$ cat src/rtl/control_sequencer.sv
`default_nettype none
// ============================================================================
// control_sequencer : hardwired Mini-SRC fetch/decode/execute control unit.
// Optional mul/div support via CONTROL_MUL_DIV_EN.            Revision 1.0
// ============================================================================
module control_sequencer #(
  parameter int OPC_W = 5,
  parameter int ALU_W = 4
) (
  input  logic             clk,
  input  logic             in_reset_n,
  input  logic [31:0]      in_ir,
  input  logic             in_branch,
  input  logic             in_run,
  output logic [ALU_W-1:0] out_alu_opcode,
  output logic             out_reg_clear,
  output logic             out_mdr_select,
  output logic             out_inc_pc,
  output logic             out_gra,
  output logic             out_grb,
  output logic             out_grc,
  output logic             out_ba_read,
  output logic             out_con_in,
  output logic             out_regfile_read,
  output logic             out_hi_read,
  output logic             out_lo_read,
  output logic             out_z_hi_read,
  output logic             out_z_lo_read,
  output logic             out_pc_read,
  output logic             out_mdr_read,
  output logic             out_inport_read,
  output logic             out_c_read,
  output logic             out_mem_read,
  output logic             out_regfile_write,
  output logic             out_hi_write,
  output logic             out_lo_write,
  output logic             out_z_write,
  output logic             out_pc_write,
  output logic             out_mdr_write,
  output logic             out_ir_write,
  output logic             out_y_write,
  output logic             out_mar_write,
  output logic             out_mem_write,
  output logic             out_outport_write,
  output logic [3:0]       out_step,
  output logic             out_halted,
  output logic             out_illegal
);

  // T0..T7 occupy 0..7 so the step number doubles as a sequence counter.
  localparam logic [3:0] S_T0   = 4'd0;
  localparam logic [3:0] S_T1   = 4'd1;
  localparam logic [3:0] S_T2   = 4'd2;
  localparam logic [3:0] S_T3   = 4'd3;
  localparam logic [3:0] S_T4   = 4'd4;
  localparam logic [3:0] S_T5   = 4'd5;
  localparam logic [3:0] S_T6   = 4'd6;
  localparam logic [3:0] S_T7   = 4'd7;
  localparam logic [3:0] S_RST  = 4'd8;
  localparam logic [3:0] S_STOP = 4'd9;
  localparam logic [3:0] S_HALT = 4'd10;

  localparam logic [OPC_W-1:0] OP_LD   = OPC_W'(5'b00000);
  localparam logic [OPC_W-1:0] OP_ST   = OPC_W'(5'b00010);
  localparam logic [OPC_W-1:0] OP_ADD  = OPC_W'(5'b00011);
  localparam logic [OPC_W-1:0] OP_SUB  = OPC_W'(5'b00100);
  localparam logic [OPC_W-1:0] OP_AND  = OPC_W'(5'b01001);
  localparam logic [OPC_W-1:0] OP_OR   = OPC_W'(5'b01010);
  localparam logic [OPC_W-1:0] OP_ADDI = OPC_W'(5'b01011);
  localparam logic [OPC_W-1:0] OP_BR   = OPC_W'(5'b10010);
  localparam logic [OPC_W-1:0] OP_IN   = OPC_W'(5'b10101);
  localparam logic [OPC_W-1:0] OP_OUT  = OPC_W'(5'b10110);
  localparam logic [OPC_W-1:0] OP_NOP  = OPC_W'(5'b11001);
  localparam logic [OPC_W-1:0] OP_HALT = OPC_W'(5'b11010);

  localparam logic [ALU_W-1:0] ALU_ADD = ALU_W'(4'b0000);
  localparam logic [ALU_W-1:0] ALU_SUB = ALU_W'(4'b0001);
  localparam logic [ALU_W-1:0] ALU_AND = ALU_W'(4'b0010);
  localparam logic [ALU_W-1:0] ALU_OR  = ALU_W'(4'b0011);

`ifdef CONTROL_MUL_DIV_EN
  localparam logic [OPC_W-1:0] OP_MUL  = OPC_W'(5'b01110);
  localparam logic [OPC_W-1:0] OP_DIV  = OPC_W'(5'b01111);
  localparam logic [ALU_W-1:0] ALU_MUL = ALU_W'(4'b1000);
  localparam logic [ALU_W-1:0] ALU_DIV = ALU_W'(4'b1001);
`endif

  logic [3:0]       state_q;
  logic [3:0]       state_d;
  logic             illegal_q;
  logic             illegal_d;
  logic [OPC_W-1:0] opcode;
  logic [3:0]       last_step;
  logic             op_legal;
  logic [ALU_W-1:0] alu_sel;
  logic             unused_ir;

  assign opcode    = in_ir[31 -: OPC_W];
  assign unused_ir = ^in_ir[31-OPC_W:0];

  // Instruction length and ALU function, both pure functions of the opcode.
  always_comb begin
    last_step = S_T2;
    op_legal  = 1'b1;
    alu_sel   = ALU_ADD;
    case (opcode)
      OP_ADD, OP_ADDI:         last_step = S_T5;
      OP_SUB: begin
        last_step = S_T5;
        alu_sel   = ALU_SUB;
      end
      OP_AND: begin
        last_step = S_T5;
        alu_sel   = ALU_AND;
      end
      OP_OR: begin
        last_step = S_T5;
        alu_sel   = ALU_OR;
      end
      OP_LD, OP_ST:            last_step = S_T7;
      OP_BR:                   last_step = S_T6;
      OP_IN, OP_OUT:           last_step = S_T3;
`ifdef CONTROL_MUL_DIV_EN
      OP_MUL: begin
        last_step = S_T6;
        alu_sel   = ALU_MUL;
      end
      OP_DIV: begin
        last_step = S_T6;
        alu_sel   = ALU_DIV;
      end
`endif
      OP_NOP, OP_HALT:         last_step = S_T2;
      default:                 op_legal  = 1'b0;
    endcase
  end

  always_ff @(posedge clk or negedge in_reset_n) begin
    if (!in_reset_n) begin
      state_q   <= S_RST;
      illegal_q <= 1'b0;
    end else begin
      state_q   <= state_d;
      illegal_q <= illegal_d;
    end
  end

  always_comb begin
    state_d   = state_q;
    illegal_d = illegal_q;
    case (state_q)
      S_RST, S_STOP: state_d = in_run ? S_T0 : S_STOP;
      S_HALT:        state_d = S_HALT;
      default: begin
        // Any step at or past the opcode's final step ends the instruction,
        // which also recovers the unused encodings.
        if ((state_q == S_T2) && (opcode == OP_HALT)) begin
          state_d = S_HALT;
        end else if (state_q >= last_step) begin
          state_d = in_run ? S_T0 : S_STOP;
        end else begin
          state_d = state_q + 4'd1;
        end
        if ((state_q == S_T2) && !op_legal) begin
          illegal_d = 1'b1;
        end
      end
    endcase
  end

  assign out_step    = state_q;
  assign out_illegal = illegal_q;

  always_comb begin
    out_alu_opcode    = ALU_ADD;
    out_reg_clear     = 1'b0;
    out_mdr_select    = 1'b0;
    out_inc_pc        = 1'b0;
    out_gra           = 1'b0;
    out_grb           = 1'b0;
    out_grc           = 1'b0;
    out_ba_read       = 1'b0;
    out_con_in        = 1'b0;
    out_regfile_read  = 1'b0;
    out_hi_read       = 1'b0;
    out_lo_read       = 1'b0;
    out_z_hi_read     = 1'b0;
    out_z_lo_read     = 1'b0;
    out_pc_read       = 1'b0;
    out_mdr_read      = 1'b0;
    out_inport_read   = 1'b0;
    out_c_read        = 1'b0;
    out_mem_read      = 1'b0;
    out_regfile_write = 1'b0;
    out_hi_write      = 1'b0;
    out_lo_write      = 1'b0;
    out_z_write       = 1'b0;
    out_pc_write      = 1'b0;
    out_mdr_write     = 1'b0;
    out_ir_write      = 1'b0;
    out_y_write       = 1'b0;
    out_mar_write     = 1'b0;
    out_mem_write     = 1'b0;
    out_outport_write = 1'b0;
    out_halted        = 1'b0;
    case (state_q)
      S_RST:  out_reg_clear = 1'b1;
      S_HALT: out_halted    = 1'b1;
      S_T0: begin
        out_pc_read   = 1'b1;
        out_mar_write = 1'b1;
        out_inc_pc    = 1'b1;
        out_pc_write  = 1'b1;
        out_mem_read  = 1'b1;
      end
      S_T1: begin
        out_mdr_write  = 1'b1;
        out_mdr_select = 1'b1;
      end
      S_T2: begin
        out_mdr_read = 1'b1;
        out_ir_write = 1'b1;
      end
      S_T3: begin
        case (opcode)
          OP_ADD, OP_SUB, OP_AND, OP_OR, OP_ADDI: begin
            out_grb          = 1'b1;
            out_regfile_read = 1'b1;
            out_y_write      = 1'b1;
          end
          OP_LD, OP_ST: begin
            out_grb     = 1'b1;
            out_ba_read = 1'b1;
            out_y_write = 1'b1;
          end
          OP_BR: begin
            out_gra          = 1'b1;
            out_regfile_read = 1'b1;
            out_con_in       = 1'b1;
          end
          OP_IN: begin
            out_inport_read   = 1'b1;
            out_gra           = 1'b1;
            out_regfile_write = 1'b1;
          end
          OP_OUT: begin
            out_gra           = 1'b1;
            out_regfile_read  = 1'b1;
            out_outport_write = 1'b1;
          end
`ifdef CONTROL_MUL_DIV_EN
          OP_MUL, OP_DIV: begin
            out_gra          = 1'b1;
            out_regfile_read = 1'b1;
            out_y_write      = 1'b1;
          end
`endif
          default: ;
        endcase
      end
      S_T4: begin
        case (opcode)
          OP_ADD, OP_SUB, OP_AND, OP_OR: begin
            out_grc          = 1'b1;
            out_regfile_read = 1'b1;
            out_alu_opcode   = alu_sel;
            out_z_write      = 1'b1;
          end
          OP_ADDI, OP_LD, OP_ST: begin
            out_c_read     = 1'b1;
            out_alu_opcode = ALU_ADD;
            out_z_write    = 1'b1;
          end
          OP_BR: begin
            out_pc_read = 1'b1;
            out_y_write = 1'b1;
          end
`ifdef CONTROL_MUL_DIV_EN
          OP_MUL, OP_DIV: begin
            out_grb          = 1'b1;
            out_regfile_read = 1'b1;
            out_alu_opcode   = alu_sel;
            out_z_write      = 1'b1;
          end
`endif
          default: ;
        endcase
      end
      S_T5: begin
        case (opcode)
          OP_ADD, OP_SUB, OP_AND, OP_OR, OP_ADDI: begin
            out_gra           = 1'b1;
            out_z_lo_read     = 1'b1;
            out_regfile_write = 1'b1;
          end
          OP_LD, OP_ST: begin
            out_z_lo_read = 1'b1;
            out_mar_write = 1'b1;
          end
          OP_BR: begin
            out_c_read     = 1'b1;
            out_alu_opcode = ALU_ADD;
            out_z_write    = 1'b1;
          end
`ifdef CONTROL_MUL_DIV_EN
          OP_MUL, OP_DIV: begin
            out_z_lo_read = 1'b1;
            out_lo_write  = 1'b1;
          end
`endif
          default: ;
        endcase
      end
      S_T6: begin
        case (opcode)
          OP_LD: begin
            out_mdr_write  = 1'b1;
            out_mdr_select = 1'b1;
            out_mem_read   = 1'b1;
          end
          OP_ST: begin
            out_gra          = 1'b1;
            out_regfile_read = 1'b1;
            out_mdr_write    = 1'b1;
          end
          OP_BR: begin
            // PC load is conditional on the live CON FF result.
            out_z_lo_read = 1'b1;
            out_pc_write  = in_branch;
          end
`ifdef CONTROL_MUL_DIV_EN
          OP_MUL, OP_DIV: begin
            out_z_hi_read = 1'b1;
            out_hi_write  = 1'b1;
          end
`endif
          default: ;
        endcase
      end
      S_T7: begin
        case (opcode)
          OP_LD: begin
            out_mdr_read      = 1'b1;
            out_gra           = 1'b1;
            out_regfile_write = 1'b1;
          end
          OP_ST:   out_mem_write = 1'b1;
          default: ;
        endcase
      end
      default: ;
    endcase
  end

endmodule
`default_nettype wire

$ cat config.mk
export PLATFORM = sky130hd
export DESIGN_NAME = control_sequencer
export DESIGN_NICKNAME = d
export VERILOG_FILES = /design/src/rtl/control_sequencer.sv
export SDC_FILE = /design/constraint.sdc
export NUM_CORES = 1
export LEC_CHECK = 0
export CORE_UTILIZATION = 36
export DETAILED_ROUTE_END_ITERATION = 8
export HOLD_SLACK_MARGIN = 0.08
export MAX_ROUTING_LAYER = met4
export PLACE_DENSITY = 0.94
export REMOVE_ABC_BUFFERS = 1
export SYNTH_ARGS = -nofsm -noshare
export SYNTH_HDL_FRONTEND = slang
export SYNTH_SLANG_ARGS = --single-unit
export TNS_END_PERCENT = 10
$ cat constraint.sdc
create_clock -name clk -period 5.91 [get_ports clk]
set_input_delay 1.182 -clock clk [delete_from_list [all_inputs] [get_ports clk]]
set_output_delay 1.182 -clock clk [all_outputs]
set_load 0.005 [all_outputs]
==> results of run 1 <==
worst max-delay path by stage:
| stage | startpoint | to | slack (ps) | depth (start not counted) |
|---|---|---|---|---|
| after detailed placement | in_ir[28] | out_regfile_read | 1180 | 6 |
| after floorplan | in_ir[27] | out_regfile_read | 2620 | 4 |
| after CTS | in_ir[28] | out_regfile_read | 1180 | 6 |
| final | in_ir[30] | out_regfile_write | 1150 | 6 |
| after global routing | in_ir[28] | out_regfile_read | 1010 | 6 |
| after global placement | in_ir[28] | out_regfile_read | 1210 | 6 |
cell usage after synthesis, types with 4 or more instances:
cell type                  instances
sky130_fd_sc_hd__nor2_1           16
sky130_fd_sc_hd__buf_4             7
sky130_fd_sc_hd__nor2b_1           5
sky130_fd_sc_hd__dfrtp_1           4
sky130_fd_sc_hd__o21ai_0           8
sky130_fd_sc_hd__nand4_1           5
sky130_fd_sc_hd__ha_1              7
sky130_fd_sc_hd__nand2b_1          6
sky130_fd_sc_hd__inv_1            10
sky130_fd_sc_hd__nand2_1          15
sky130_fd_sc_hd__clkbuf_1          8
sky130_fd_sc_hd__a21oi_1           6
per-layer routing:
| metal | part of all wire, % | up-vias |
|---|---|---|
| met2 | 49 | 67 |
| met5 | 0 | - |
| met4 | 1.4 | 0 |
| met1 | 41 | 508 |
| met3 | 8.0 | 4 |
| li1 | - | 563 |
flip-flops by register name, summed over array words and instances, names as in the netlist:
register	flops
out_illegal	1
out_step	4
area by class of cell:
cell class,instances,area share [%]
inverters,10,2.78
multi-input cells,118,53.5
repair buffers,40,29.7
flip-flops and latches,5,9.36
well taps,30,2.78
clock buffers,4,1.95
worst max-delay path, cell delays in order:
cell                              delay [ps]
sky130_fd_sc_hd__clkdlybuf4s50_1         670
sky130_fd_sc_hd__nor2_1                  440
sky130_fd_sc_hd__nand3b_1                150
sky130_fd_sc_hd__a21oi_1                 370
sky130_fd_sc_hd__a31o_2                  230
sky130_fd_sc_hd__clkdlybuf4s50_1         530
metrics by stage:
step / utilization [%] / hold slack (ps) / cell area (um2) / worst slack (ps)
5_1_grt: 54.5 / 487 / 1350 / 1010
4_1_cts: 54.5 / 476 / 1350 / 1180
2_1_floorplan: - / 468 / 886 / 2620
3_5_place_dp: 53.4 / 467 / 1320 / 1180
3_3_place_gp: 53.4 / 466 / 1320 / 1210
6_report: 54.5 / 472 / 1350 / 1150
cell families (layout without fill, tap and decap cells):
family	Yosys count	after routing	share of synthesized area (%)
compound gates	35	35	25.4
xor+xnor	2	2	1.85
fa+ha+maj	7	7	9.26
buf+inv	25	54	12.7
flops	5	5	13.4
mux	1	1	1.06
other cells	1	7	0.396
simple gates	66	66	36.0
power groups by stage:
stage	clock [mW]	combinational, mW	sequential, mW
final	0.0387	0.315	0.0871
after global routing	0.0442	0.349	0.0900
after CTS	0.0417	0.314	0.0867
after detailed placement	0	0.313	0.0862
after global placement	0	0.301	0.0858
after floorplan	0	0.158	0.0806
==> impl_metrics.yaml, run 1 <==
layout:
  finalNonFillerCells: 207
  layout.nets: 221
  ff_latch_area_um2: 126
  final_common_cell: "sky130_fd_sc_hd__clkdlybuf4s50_1"
  drive_above_1_share_pct: 4.52
  syn_to_final_growth_pct: 42.7
  multiInputGateArea_um2: 722
  n_antenna_cell: 0
  filler_cell_count: 248
  most-common-layout-cells: "sky130_fd_sc_hd__clkdlybuf4s50_1 (40), sky130_fd_sc_hd__nor2_1 (16), sky130_fd_sc_hd__nand2_1 (15)"
timing:
  fin_crit_ps: 4760
  maxSlewHeadroom_pct: 61.0
  finalClockSkew_ps: 0.665
  timing.final.max_slew_violations: 0
  timing.final.setup_violations: 0
  timing.final.hold_violations: 0
  final.period_utilization_pct: 80.6
  tightestPinTransition_ps: 583
  maximum_achievable_frequency_ghz: 0.210
  setup_tns_ps: 0
  unrepaired_setup_endpoints_after_global_routing: "false"
grt:
  global_route_congestion_overflow_total: 0
  initial_antenna_violation_count: 0
  groute.layer.met2.usage_pct: 32.5
  globalRouteMet1Util_pct: 24.0
  grt_util_met3_pct: 2.30
  grt.busiest_layer: "met2"
  global_route.usage.total_pct: 19.6
  grt_pass1_vias: 963
  global_route_wire_length_before_repair_mm: 4.10
  grt_max_degree: 20
synth:
  synth_seq_area_share_pct: 13.4
  dominantRegCellSynth: "sky130_fd_sc_hd__dfrtp_1"
  synthDistinctLibCells: 44
  synth-edff-count: 0
  syn-mean-instance-area_um2: 6.66
  synth.cell_area_um2: 946
  netlist_top_cells_area: "sky130_fd_sc_hd__dfrtp_1 (11%), sky130_fd_sc_hd__ha_1 (9.3%), sky130_fd_sc_hd__nor2_1 (6.3%)"
  synth.ff_latch_count: 5
  syn_inst: 142
  ffs_w_async_s_r_synth_pct: 100
  synth_largest_type_area_fraction_pct: 10.6
  yosysWarningCount: 0
  synth_area_leader_cell: "sky130_fd_sc_hd__dfrtp_1"
setup_path:
  startpoint_class_of_the_critical_path: "input port"
  worstPathRequired_ps: 4730
  critPathArrivalTime_ps: 3580
  rr_startpoint: "out_step[0]"
  crit-reg2reg-capture: "out_step[0]"
  path_max_fanout: 15
  setup.worst_path.end_class: "output port"
  worst-r2r-cell-count: 6
  criticalPathCategory: "in -> out"
  worst-r2r-setup-slack_ps: 3700
job:
  max_cap_viol_count: 0
routing:
  dr.pass1.iters: 4
  via_count: 1142
  postRouteAntennaNets: 0
  postRouteWirelength_mm: 2.65
  routed_via_density: 5.52
  detail_route.iter0.violations: 40
  post_drt_wl_per_cell_um: 12.8
  drc: 0
power_and_ir_drop:
  power_frac_seq_pct: 19.8
  leakage_nw: 0.562
  internal_power_uw: 248
  design_power_total_uw: 440
  net_switching_power_of_the_design_uw: 192
  powerDensity_nw_per_um2: 326
  p_comb_share_pct: 71.4
  pwr-share-clk_pct: 8.8
  p_sw_share_pct: 43.6
  max-vdd-ir-drop_uv: 248
die:
  initial_util_pct: 38.2
  floorplan.core_area_um2: 2480
  die_w_um: 53.3
  pin_count: 75
  row_count: 18
  die_height_um: 53.3
  fp.dieArea_um2: 2840
cts:
  worstSkewPairLatency_ps: 240
  clock_tree_from_tritoncts: "yes"
  numCtsBuffers: 3
  postCtsHoldBufs: 0
  ctsHtreeMaxLevel: 1
  clockRootBuffer: "sky130_fd_sc_hd__clkbuf_4"
  clkTransAtPathRegs_ps: 40
  postCtsSetupRepairBufs: 0
  max-clock-path-buffers: 2
  cts.sinks: 5
  postCtsResizedCells: 0
placed_design:
  post_dp_hpwl_mm: 1.98
  portBuffers: 40
  place.detailed.instances: 203
  routabilityCongestion: 0.898
min_path:
  worst_hold_path_type: "reg -> reg"
  min_path_cells: 1
  hold_end: "out_illegal"
  hold_path_startpoint: "out_illegal"
status:
  outcome: "finished clean"
Note: power is estimated with default switching activity, not from simulation.
==> run 2: changes to the inputs <==
CORE_UTILIZATION = 30   (was 36)
PLACE_DENSITY = 0.84   (was 0.94)
clock period = 3.9 ns   (was 5.91 ns; I/O delays follow)
==> run 2 against run 1 <==
Against the previous run: clock skew is 4.2 ps higher; clock power is 55% higher; non-clock buffer count up 9; total power grew 54%.
==> impl_metrics.yaml, run 2 (synthesized netlist as in run 1, its figures left out) <==
min_path:
  worst_hold_path_type: "reg -> reg"
  hold_path_startpoint: "out_illegal"
routing:
  postRouteWirelength_mm: 2.69
  post_drt_wl_per_cell_um: 11.7
  via_count: 1189
  drc: 0
  postRouteAntennaNets: 0
  detail_route.iter0.violations: 63
  dr.pass1.iters: 4
  routed_via_density: 5.17
grt:
  global_route.usage.total_pct: 16.6
  global_route_congestion_overflow_total: 0
  grt_max_degree: 16
  grt_pass1_vias: 1003
  global_route_wire_length_before_repair_mm: 4.30
  initial_antenna_violation_count: 0
timing:
  timing.final.hold_violations: 0
  maximum_achievable_frequency_ghz: 0.264
  timing.final.setup_violations: 0
  timing.final.ws_setup_ps: 118
  setup_tns_ps: 0
  unrepaired_setup_endpoints_after_global_routing: "false"
  final.period_utilization_pct: 97.0
  fin_crit_ps: 3780
  final.hold.worst_slack_ps: 468
  timing.final.max_slew_violations: 0
  finalClockSkew_ps: 4.90
power_and_ir_drop:
  internal_power_uw: 390
  power_frac_seq_pct: 19.7
  net_switching_power_of_the_design_uw: 287
  powerDensity_nw_per_um2: 471
  leakage_nw: 0.606
  pwr-share-clk_pct: 8.9
  p_sw_share_pct: 42.4
  p_comb_share_pct: 71.4
  max-vdd-ir-drop_uv: 332
cts:
  clockRootBuffer: "sky130_fd_sc_hd__clkbuf_4"
  postCtsResizedCells: 0
  numCtsBuffers: 3
  ctsHtreeMaxLevel: 1
  postCtsHoldBufs: 0
  max-clock-path-buffers: 2
  postCtsSetupRepairBufs: 0
  clkTransAtPathRegs_ps: 40
  cts.sinks: 5
  clock_tree_from_tritoncts: "yes"
  worstSkewPairLatency_ps: 240
status:
  outcome: "finished clean"
setup_path:
  criticalPathCategory: "in -> out"
  worstPathRequired_ps: 3120
  path_max_fanout: 8
  setup.worst_path.end_class: "output port"
  rr_startpoint: "out_step[0]"
  critPathArrivalTime_ps: 3000
  critPathLaunch: "in_ir[27]"
  startpoint_class_of_the_critical_path: "input port"
layout:
  max_ffs_per_register: 4
  drive_above_1_share_pct: 9.14
  most-common-layout-cells: "sky130_fd_sc_hd__clkdlybuf4s50_1 (40), sky130_fd_sc_hd__nor2_1 (16), sky130_fd_sc_hd__nand2_1 (15)"
  layout.nets: 230
  syn_to_final_growth_pct: 51.7
  filler_cell_count: 312
  final_common_cell: "sky130_fd_sc_hd__clkdlybuf4s50_1"
  postLayoutCellArea_um2: 1440
  finalNonFillerCells: 230
  n_antenna_cell: 0
die:
  pin_count: 75
  initial_util_pct: 31.2
  floorplan.core_area_um2: 3030
  die_height_um: 58.2
  die_w_um: 58.2
  fp.dieArea_um2: 3380
  row_count: 20
placed_design:
  placement.cell_area_um2: 1410
  post_dp_hpwl_mm: 2.11
  routabilityCongestion: 0.884
  place.detailed.instances: 226
  dp_worst_setup_slack_ps: 155
  portBuffers: 40
job:
  max_cap_viol_count: 0
-- run 2: cell count changes in the layout (fill, tap and decap cells not counted) --
| cell | change |
|---|---|
| sky130_fd_sc_hd__buf_4 | +9 |
-- run 2: final timing paths --
kind	slack, ps	to	cells after the start
worst max register to register	1690	out_step[0]	6
min in group asynchronous	750	out_step[1]	1
max in group asynchronous	2910	out_step[3]	1
worst max-delay path	120	out_regfile_read	6
worst min-delay path	470	out_illegal	1
worst min register to register	470	out_illegal	1
-- run 2: power by group through the flow --
stage	registers, mW	clock network [mW]	logic, mW
global placement	0.131	0	0.477
CTS	0.134	0.0627	0.486
floorplan	0.122	0	0.240
global route	0.138	0.0679	0.545
detailed placement	0.133	0	0.482
finish	0.133	0.0601	0.483
-- run 2: per-layer routing --
metal	track usage [%]	wire (um)	vias to the layer above
met5	-	0	-
met4	5.44	51	0
met3	2.23	174	7
met2	26.1	1280	53
met1	22.0	1190	545
li1	-	-	584
-- run 2: final cells by class --
| class | count | area, um2 | area share [%] |
|---|---|---|---|
| multi-input cells | 118 | 722 | 50.3 |
| repair buffers | 49 | 468 | 32.6 |
| flip-flops and latches | 5 | 126 | 8.81 |
| well taps | 44 | 55.1 | 3.84 |
| inverters | 10 | 37.5 | 2.62 |
| clock buffers | 4 | 26.3 | 1.83 |
-- run 2: worst max-delay path: stages --
cell and delay [ps]:
sky130_fd_sc_hd__clkdlybuf4s50_1 650, sky130_fd_sc_hd__a21oi_1 160, sky130_fd_sc_hd__a211o_1 280, sky130_fd_sc_hd__a211oi_1 420, sky130_fd_sc_hd__a311o_1 210, sky130_fd_sc_hd__clkdlybuf4s50_1 500
-- run 2: metrics by stage --
stage | total power, mW | util, %
after detailed placement | 0.615 | 46.5
after global placement | 0.609 | 46.5
final | 0.676 | 47.4
after CTS | 0.682 | 47.4
after global routing | 0.751 | 47.4
after floorplan | 0.362 | -
